[config.mk]
export PLATFORM = sky130hd
export DESIGN_NAME = alu_exec
export DESIGN_NICKNAME = d
export VERILOG_FILES = /design/src/rtl/alu_exec_pkg.sv /design/src/rtl/alu_exec_flag_reg.sv /design/src/rtl/alu_exec.sv
export SDC_FILE = /design/constraint.sdc
export NUM_CORES = 1
export LEC_CHECK = 0
export CORE_ASPECT_RATIO = 0.6
export CORE_MARGIN = 1
export CORE_UTILIZATION = 50
export CTS_CLUSTER_DIAMETER = 80
export DETAILED_ROUTE_END_ITERATION = 8
export MAX_ROUTING_LAYER = met4
export PLACE_DENSITY = 0.84
export SYNTH_ARGS = -nofsm -noshare
export SYNTH_HDL_FRONTEND = slang
export SYNTH_HIERARCHICAL = 1
export SYNTH_SLANG_ARGS = --single-unit
[constraint.sdc]
create_clock -name clk -period 2.8 [get_ports clk]
set_input_delay 0.56 -clock clk [delete_from_list [all_inputs] [get_ports clk]]
set_output_delay 0.56 -clock clk [all_outputs]
set_load 0.1 [all_outputs]
[src/rtl/alu_exec_pkg.sv]
// Shared types for the execute-stage sequencer: ALU opcodes, sequencer states
// and the rule for which opcodes update the carry flag.
package alu_exec_pkg;

  localparam int DATA_WIDTH = 4;

  typedef enum logic [3:0] {
    OP_ADD        = 4'd0,
    OP_ADC        = 4'd1,
    OP_ADC_NO_DEC = 4'd2,
    OP_SUB        = 4'd3,
    OP_SBC        = 4'd4,
    OP_RRC        = 4'd5,
    OP_RLC        = 4'd6,
    OP_CP         = 4'd7,
    OP_AND        = 4'd8,
    OP_OR         = 4'd9,
    OP_XOR        = 4'd10,
    OP_NOT        = 4'd11
  } alu_op;

  typedef enum logic [2:0] {
    IDLE    = 3'd0,
    FETCH_A = 3'd1,
    FETCH_B = 3'd2,
    EXEC    = 3'd3,
    WRITE   = 3'd4
  } exec_state_t;

  // Logical ops leave C untouched; arithmetic, rotates and compare update it.
  function automatic logic op_updates_carry(alu_op op);
    logic v;
    case (op)
      OP_ADD, OP_ADC, OP_ADC_NO_DEC, OP_SUB,
      OP_SBC, OP_RRC, OP_RLC, OP_CP: v = 1'b1;
      default:                       v = 1'b0;
    endcase
    return v;
  endfunction

endpackage

[src/rtl/alu_exec_flag_reg.sv]
// C/Z/D flag storage with independent update enables; on D, set beats clear.
module flag_reg (
  input  logic clk,
  input  logic reset,
  input  logic i_c_en,
  input  logic i_c,
  input  logic i_z_en,
  input  logic i_z,
  input  logic i_set_d,
  input  logic i_clr_d,
  output logic o_c,
  output logic o_z,
  output logic o_d
);

  logic r_c;
  logic r_z;
  logic r_d;

  always_ff @(posedge clk or posedge reset) begin
    if (reset) begin
      r_c <= 1'b0;
      r_z <= 1'b0;
      r_d <= 1'b0;
    end else begin
      if (i_c_en) r_c <= i_c;
      if (i_z_en) r_z <= i_z;
      if (i_set_d)      r_d <= 1'b1;
      else if (i_clr_d) r_d <= 1'b0;
    end
  end

  assign o_c = r_c;
  assign o_z = r_z;
  assign o_d = r_d;

endmodule

[src/rtl/alu_exec.sv]
// Execute-stage sequencer: fetches nibble operands, drives the external ALU,
// owns the flags and writes results back. Define ALU_EXEC_B2B_EN to accept start in WRITE.
module alu_exec
  import alu_exec_pkg::*;
#(
  parameter int ADDR_WIDTH = 12
) (
  input  logic                  clk,
  input  logic                  reset,
  input  logic                  start,
  input  alu_op                 op,
  input  logic [ADDR_WIDTH-1:0] a_addr,
  input  logic [ADDR_WIDTH-1:0] b_addr,
  input  logic [3:0]            b_imm,
  input  logic                  b_is_imm,
  input  logic                  write_back,
  input  logic                  set_decimal,
  input  logic                  clr_decimal,
  output logic [ADDR_WIDTH-1:0] mem_addr,
  output logic                  mem_read_en,
  input  logic [3:0]            mem_rdata,
  output logic                  mem_write_en,
  output logic [3:0]            mem_wdata,
  output alu_op                 alu_op_out,
  output logic [3:0]            temp_a,
  output logic [3:0]            temp_b,
  output logic                  flag_carry_in,
  output logic                  flag_decimal_in,
  input  logic [3:0]            alu_out,
  input  logic                  alu_carry,
  input  logic                  alu_zero,
  output logic                  flag_carry,
  output logic                  flag_zero,
  output logic                  flag_decimal,
  output logic                  busy,
  output logic                  done
);

  exec_state_t           r_state;
  exec_state_t           w_state_next;
  alu_op                 r_op;
  logic [ADDR_WIDTH-1:0] r_a_addr;
  logic [ADDR_WIDTH-1:0] r_b_addr;
  logic [3:0]            r_b_imm;
  logic                  r_b_is_imm;
  logic                  r_write_back;
  logic [3:0]            r_temp_a;
  logic [3:0]            r_temp_b;
  logic [3:0]            r_result;
  logic [ADDR_WIDTH-1:0] r_mem_addr;

  logic [ADDR_WIDTH-1:0] w_mem_addr;
  logic                  w_mem_read_en;
  logic                  w_mem_write_en;
  logic [3:0]            w_temp_b;
  logic                  w_done;
  logic                  w_flag_upd;
  logic                  w_accept;

`ifdef ALU_EXEC_B2B_EN
  // The WRITE cycle's store lands before the next FETCH_A read, so overlap is safe.
  assign w_accept = start && ((r_state == IDLE) || (r_state == WRITE));
`else
  assign w_accept = start && (r_state == IDLE);
`endif

  always_comb begin
    w_state_next   = r_state;
    w_mem_addr     = r_mem_addr;
    w_mem_read_en  = 1'b0;
    w_mem_write_en = 1'b0;
    w_temp_b       = r_temp_b;
    w_done         = 1'b0;
    w_flag_upd     = 1'b0;
    case (r_state)
      IDLE: begin
        if (w_accept) w_state_next = FETCH_A;
      end
      FETCH_A: begin
        w_mem_addr    = r_a_addr;
        w_mem_read_en = 1'b1;
        w_state_next  = FETCH_B;
      end
      FETCH_B: begin
        if (!r_b_is_imm) begin
          w_mem_addr    = r_b_addr;
          w_mem_read_en = 1'b1;
        end
        w_state_next = EXEC;
      end
      EXEC: begin
        // B read data arrives this cycle; pass it straight to the ALU.
        if (!r_b_is_imm) w_temp_b = mem_rdata;
        w_flag_upd   = 1'b1;
        w_state_next = WRITE;
      end
      WRITE: begin
        if (r_write_back) begin
          w_mem_addr     = r_a_addr;
          w_mem_write_en = 1'b1;
        end
        w_done       = 1'b1;
        w_state_next = w_accept ? FETCH_A : IDLE;
      end
      default: w_state_next = IDLE;
    endcase
  end

  always_ff @(posedge clk or posedge reset) begin
    if (reset) begin
      r_state      <= IDLE;
      r_op         <= OP_ADD;
      r_a_addr     <= '0;
      r_b_addr     <= '0;
      r_b_imm      <= '0;
      r_b_is_imm   <= 1'b0;
      r_write_back <= 1'b0;
      r_temp_a     <= '0;
      r_temp_b     <= '0;
      r_result     <= '0;
      r_mem_addr   <= '0;
    end else begin
      r_state    <= w_state_next;
      r_mem_addr <= w_mem_addr;
      if (w_accept) begin
        r_op         <= op;
        r_a_addr     <= a_addr;
        r_b_addr     <= b_addr;
        r_b_imm      <= b_imm;
        r_b_is_imm   <= b_is_imm;
        r_write_back <= write_back;
      end
      if (r_state == FETCH_B) begin
        r_temp_a <= mem_rdata;
        if (r_b_is_imm) r_temp_b <= r_b_imm;
      end
      if (r_state == EXEC) begin
        r_temp_b <= w_temp_b;
        r_result <= alu_out;
      end
    end
  end

  flag_reg u_flag_reg (
    .clk     (clk),
    .reset   (reset),
    .i_c_en  (w_flag_upd && op_updates_carry(r_op)),
    .i_c     (alu_carry),
    .i_z_en  (w_flag_upd),
    .i_z     (alu_zero),
    .i_set_d (set_decimal),
    .i_clr_d (clr_decimal),
    .o_c     (flag_carry),
    .o_z     (flag_zero),
    .o_d     (flag_decimal)
  );

  assign mem_addr        = w_mem_addr;
  assign mem_read_en     = w_mem_read_en;
  assign mem_write_en    = w_mem_write_en;
  assign mem_wdata       = r_result;
  assign alu_op_out      = r_op;
  assign temp_a          = r_temp_a;
  assign temp_b          = w_temp_b;
  assign flag_carry_in   = flag_carry;
  assign flag_decimal_in = flag_decimal;
  assign busy            = (r_state != IDLE);
  assign done            = w_done;

endmodule
Word level (Yosys, flattened, before mapping)
Index checks and enable logic that the tools add are counted.
W data, S select, Z words.

storage, ports and cells
  logic and storage cells = 47
  output and inout bits = 37
  register bits = 64
  input bits = 49

operators by class
  equal/unequal tests = 5
  reductions and logical operators = 8
  multiplexer cells = 20

operators with widths
  kind                  number
  $pmux W12 S3          1
  $mux W12              2
  $mux W4               5
  $pmux W3 S5           1
  $mux W1               9
  $eq A3 B2 Y1 const B  2
  $reduce_bool A2 Y1    3
  $eq A3 B1 Y1 const B  1
  $eq A3 B3 Y1 const B  1
  $logic_not A3 Y1      1
  $mux W3               1
  $reduce_bool A3 Y1    1
  $logic_and A1 B1 Y1   2
  $ne A2 B2 Y1 const B  1
  $pmux W1 S2           1
  $reduce_and A2 Y1     1

Depth between registers and ports, before layout
  word-level depth = 4
  mapped depth = 6
  mapped depth without buffers = 4

By module
Netlist, hierarchy kept.

modules (own cells, without submodules)
  module    area each (um^2)  sequential area each (um^2)  times used  cells each
  alu_exec  2797.7            1526.5                       1           193
  flag_reg  120.1             75.1                         1           8

Worst setup path after synthesis
OpenSTA, ideal clock, no wires.

  kind = reg2out
  from = reg r_state[2]
  to = out done
  slack = -0.715 ns
  stages on the path, launching flop included = 4
  arrival = 2.955 ns
  path buffers = 2
  cells stage by stage = dfrtp_1 buf_6 clkbuf_1 nor3b_1

on the way
  longest elaborated chain between the ends = 2

ends and longest elaborated chain
  what                    RTL line         source
  start, declared         alu_exec.sv:39   exec_state_t r_state;
  start signal, assigned  alu_exec.sv:123  r_state <= w_state_next;
  $eq A3 B3 Y1            alu_exec.sv:75   case (r_state)
  $mux W1                 alu_exec.sv:75
  end, declared           alu_exec.sv:36   output logic done

Every way passes these cells.

Worst setup path after layout
  from = reg r_state[0]
  to = out mem_addr[9]

on the way
  longest elaborated chain between the ends = 2
  elaborated cells on any way between the ends = 4
  those cells by class = 3 x eq/ne; 1 x mux

ends and longest elaborated chain
  what                                        RTL line        source
  $eq A3 B3 Y1, or another cell as far along  alu_exec.sv:75
  $pmux W12 S3 (*)                            alu_exec.sv:75
  end, declared                               alu_exec.sv:19  output logic [ADDR_WIDTH-1:0] mem_addr,

Mark *: on every way between the ends. The rest lies on a longest branch, timed or not.

==> run metrics <==
status=complete, no violations; Die Height=around 60 um; HP Class=in2async; syn_area_per_cell=between 10 and 15 um2; clk_lat worst skew=~0.34 ns; Cell variety after synth=30; fraction of registers with async set or reset after synthesis=1.00; initial antenna violation count=0; Cells after Synth=201; critical-path cell list=nor3b_1, or2_2, a221o_4, buf_12; antenna cells=0; CP max stage cell=dfrtp_2; slew margin rel.=0.611; wire per inst=between 15 and 20 um; Chip Width=roughly 100 um; gr busiest metal=met2; worst reg2reg setup slack=1.00 ns; Pins Over Slew Limit=0; # IOs=86; r2r endpoint=alu_op_out[2]; Hold Vio Cnt, Final=0; setup violators final=0; max incr delay on CP=about 0.5 ns; final antenna-violating net count=0; Setup CP Type=reg2out; CTS tree=yes; Final period util=0.963; number of detailed-route iterations in the first pass=4; Clock Sinks=64; met1 Use GR=0.303; initial DRC count=63; clock root cell=clkbuf_8; pin count of the biggest net entering global routing=44; Num CTS Buffers=9; sequential share of the synthesized area=0.549; cell family with most CP delay=simple AND/OR/NAND/NOR gates; syn_nets=250; vias in the first global route=1962; dpl cells=between 300 and 400; Req. time, crit path=2.24 ns; Max Clk Rate=between 0.3 and 0.4 GHz; CORE AREA=0.00560 mm2; Final GP Congestion=slightly above 0.8; Vias=~1900; clk_skew=approximately 0.010 ns; std cell rows=21; Setup crit end kind=primary output; max-cap violations=0; Reg-to-Reg Start=r_state[0]; Port Buf Inserts=85; die area=between 0.006 and 0.007 mm2; global-route wire length before repair=between 9000 and 10000 um; Buf/Inv on CP=1; Slew @ Worst Pin=about 0.58 ns; Initial Utilization=0.521; clock-pin transition on the worst setup and hold timing paths=0.07 ns; share of cells above drive strength 1=0.441; Final HPWL DP=between 4000 and 5000 um; number of vias per cell=~5.1; GR Util met2=0.341; RSZ-0062 raised after global routing=false; Top FF cell, synth=dfrtp_1; postcts setup bufs=0; Critical Path Start Type=register; Worst R2R Path Depth=4; met3 usage=0.0851; Post-synth EDFFs=0; CP max FO=12; total track usage=0.233; non-filler cells, final=~380; CTS H-tree lvls=3; fin nets=339; crit path time final=between 2 and 3 ns; final core occ=0.748; maximum clock path buffer count=2; area of the mapped netlist=0.00292 mm2; Total Wirelength=roughly 6300 um; Ys Warns=6; Overflow after GRT=0; area grow syn2layout=43.4%; DRC viols=0; flops & latches, synth=between 60 and 70; WP data arrival=approximately 2.1 ns
## Yosys cell counts (2+ instances only)
cell type,number,area share
and2_1,12,0.026
nor3b_1,2,0.0051
nor4b_4,2,0.016
buf_6,5,0.019
nor2b_1,4,0.0086
a221o_1,12,0.041
o221a_2,4,0.015
buf_4,2,0.0051
mux2_2,17,0.066
clkbuf_1,4,0.0051
inv_1,7,0.0090
dfrtp_1,64,0.55
buf_2,4,0.0069
or2_1,2,0.0043
nor3_1,4,0.0069
nor4b_1,4,0.012
mux2_4,30,0.15
o21ai_0,5,0.0086
nor2_1,6,0.0077
## worst max-delay path by stage
| stage | start | to | cells after the start |
|---|---|---|---|
| finish | r_state[0] | mem_addr[9] | 4 |
| global placement | r_state[0] | mem_addr[2] | 4 |
| detailed placement | r_state[0] | mem_addr[7] | 4 |
| floorplan | r_state[0] | mem_addr[0] | 5 |
| CTS | r_state[0] | mem_addr[9] | 4 |
| global route | r_state[0] | mem_addr[4] | 5 |
## area by class of cell
cell class,instances,area [um2]
fill,355,1410
inverter,7,26.3
clock buffer,14,173
timing repair buffer,93,1060
sequential,64,1600
clock inverter,2,12.5
multi-input combinational,115,1210
tap,80,100
## registers in the layout, indices dropped and copies added, names as in the netlist, 3 cells and up
register / count
r_state: 3
temp_a: 4
r_mem_addr: 12
r_a_addr: 12
r_temp_b: 4
r_b_addr: 12
mem_wdata: 4
alu_op_out: 4
r_b_imm: 4
## cell families (layout without fill, tap and decap cells)
logic type / count (synthesis) / in the layout / share of synthesized area
muxes: 48 / 48 / 0.223
buffers and inverters: 22 / 116 / 0.0455
AOI/OAI and AO/OA: 23 / 23 / 0.0699
DFF: 64 / 64 / 0.549
and+or+nand+nor: 43 / 43 / 0.109
xor gates and xnor gates: 1 / 1 / 0.00300
## per-layer routing
metal,part of all wire,wire (um)
met1,0.49,3050
met5,0,0
met4,0.013,82
met3,0.065,408
met2,0.44,2730
## per-stage QoR
step           cell area (um2)  TNS [ns]  setup slack [ns]  hold slack, ns
2_1_floorplan             2950     -4.08            -0.359           0.314
3_3_place_gp              4000         0             0.431           0.485
3_5_place_dp              4000         0             0.318           0.486
4_1_cts                   4180         0            0.0159           0.407
5_1_grt                   4180         0            0.0281           0.423
6_report                  4180         0             0.105           0.424
## placed cells by master, fill, tap and decap left out, types with 5 or more instances in the layout
cell type and instances:
a221o_2 11, mux2_2 17, buf_4 26, inv_1 6, mux2_4 30, dfrtp_1 63
nor2_1 6, clkdlybuf4s50_1 48, buf_12 19, clkbuf_8 12, and2_1 12, o21ai_0 5
## timing repair
action / in CTS / in global routing
hold buffers: 0 / 0
resized for setup: 1 / 1
endpoints found under the setup margin: 12 / 16
Power is not shown: default switching activity piles up to over one toggle a cycle in this logic, so the estimate is an artifact.
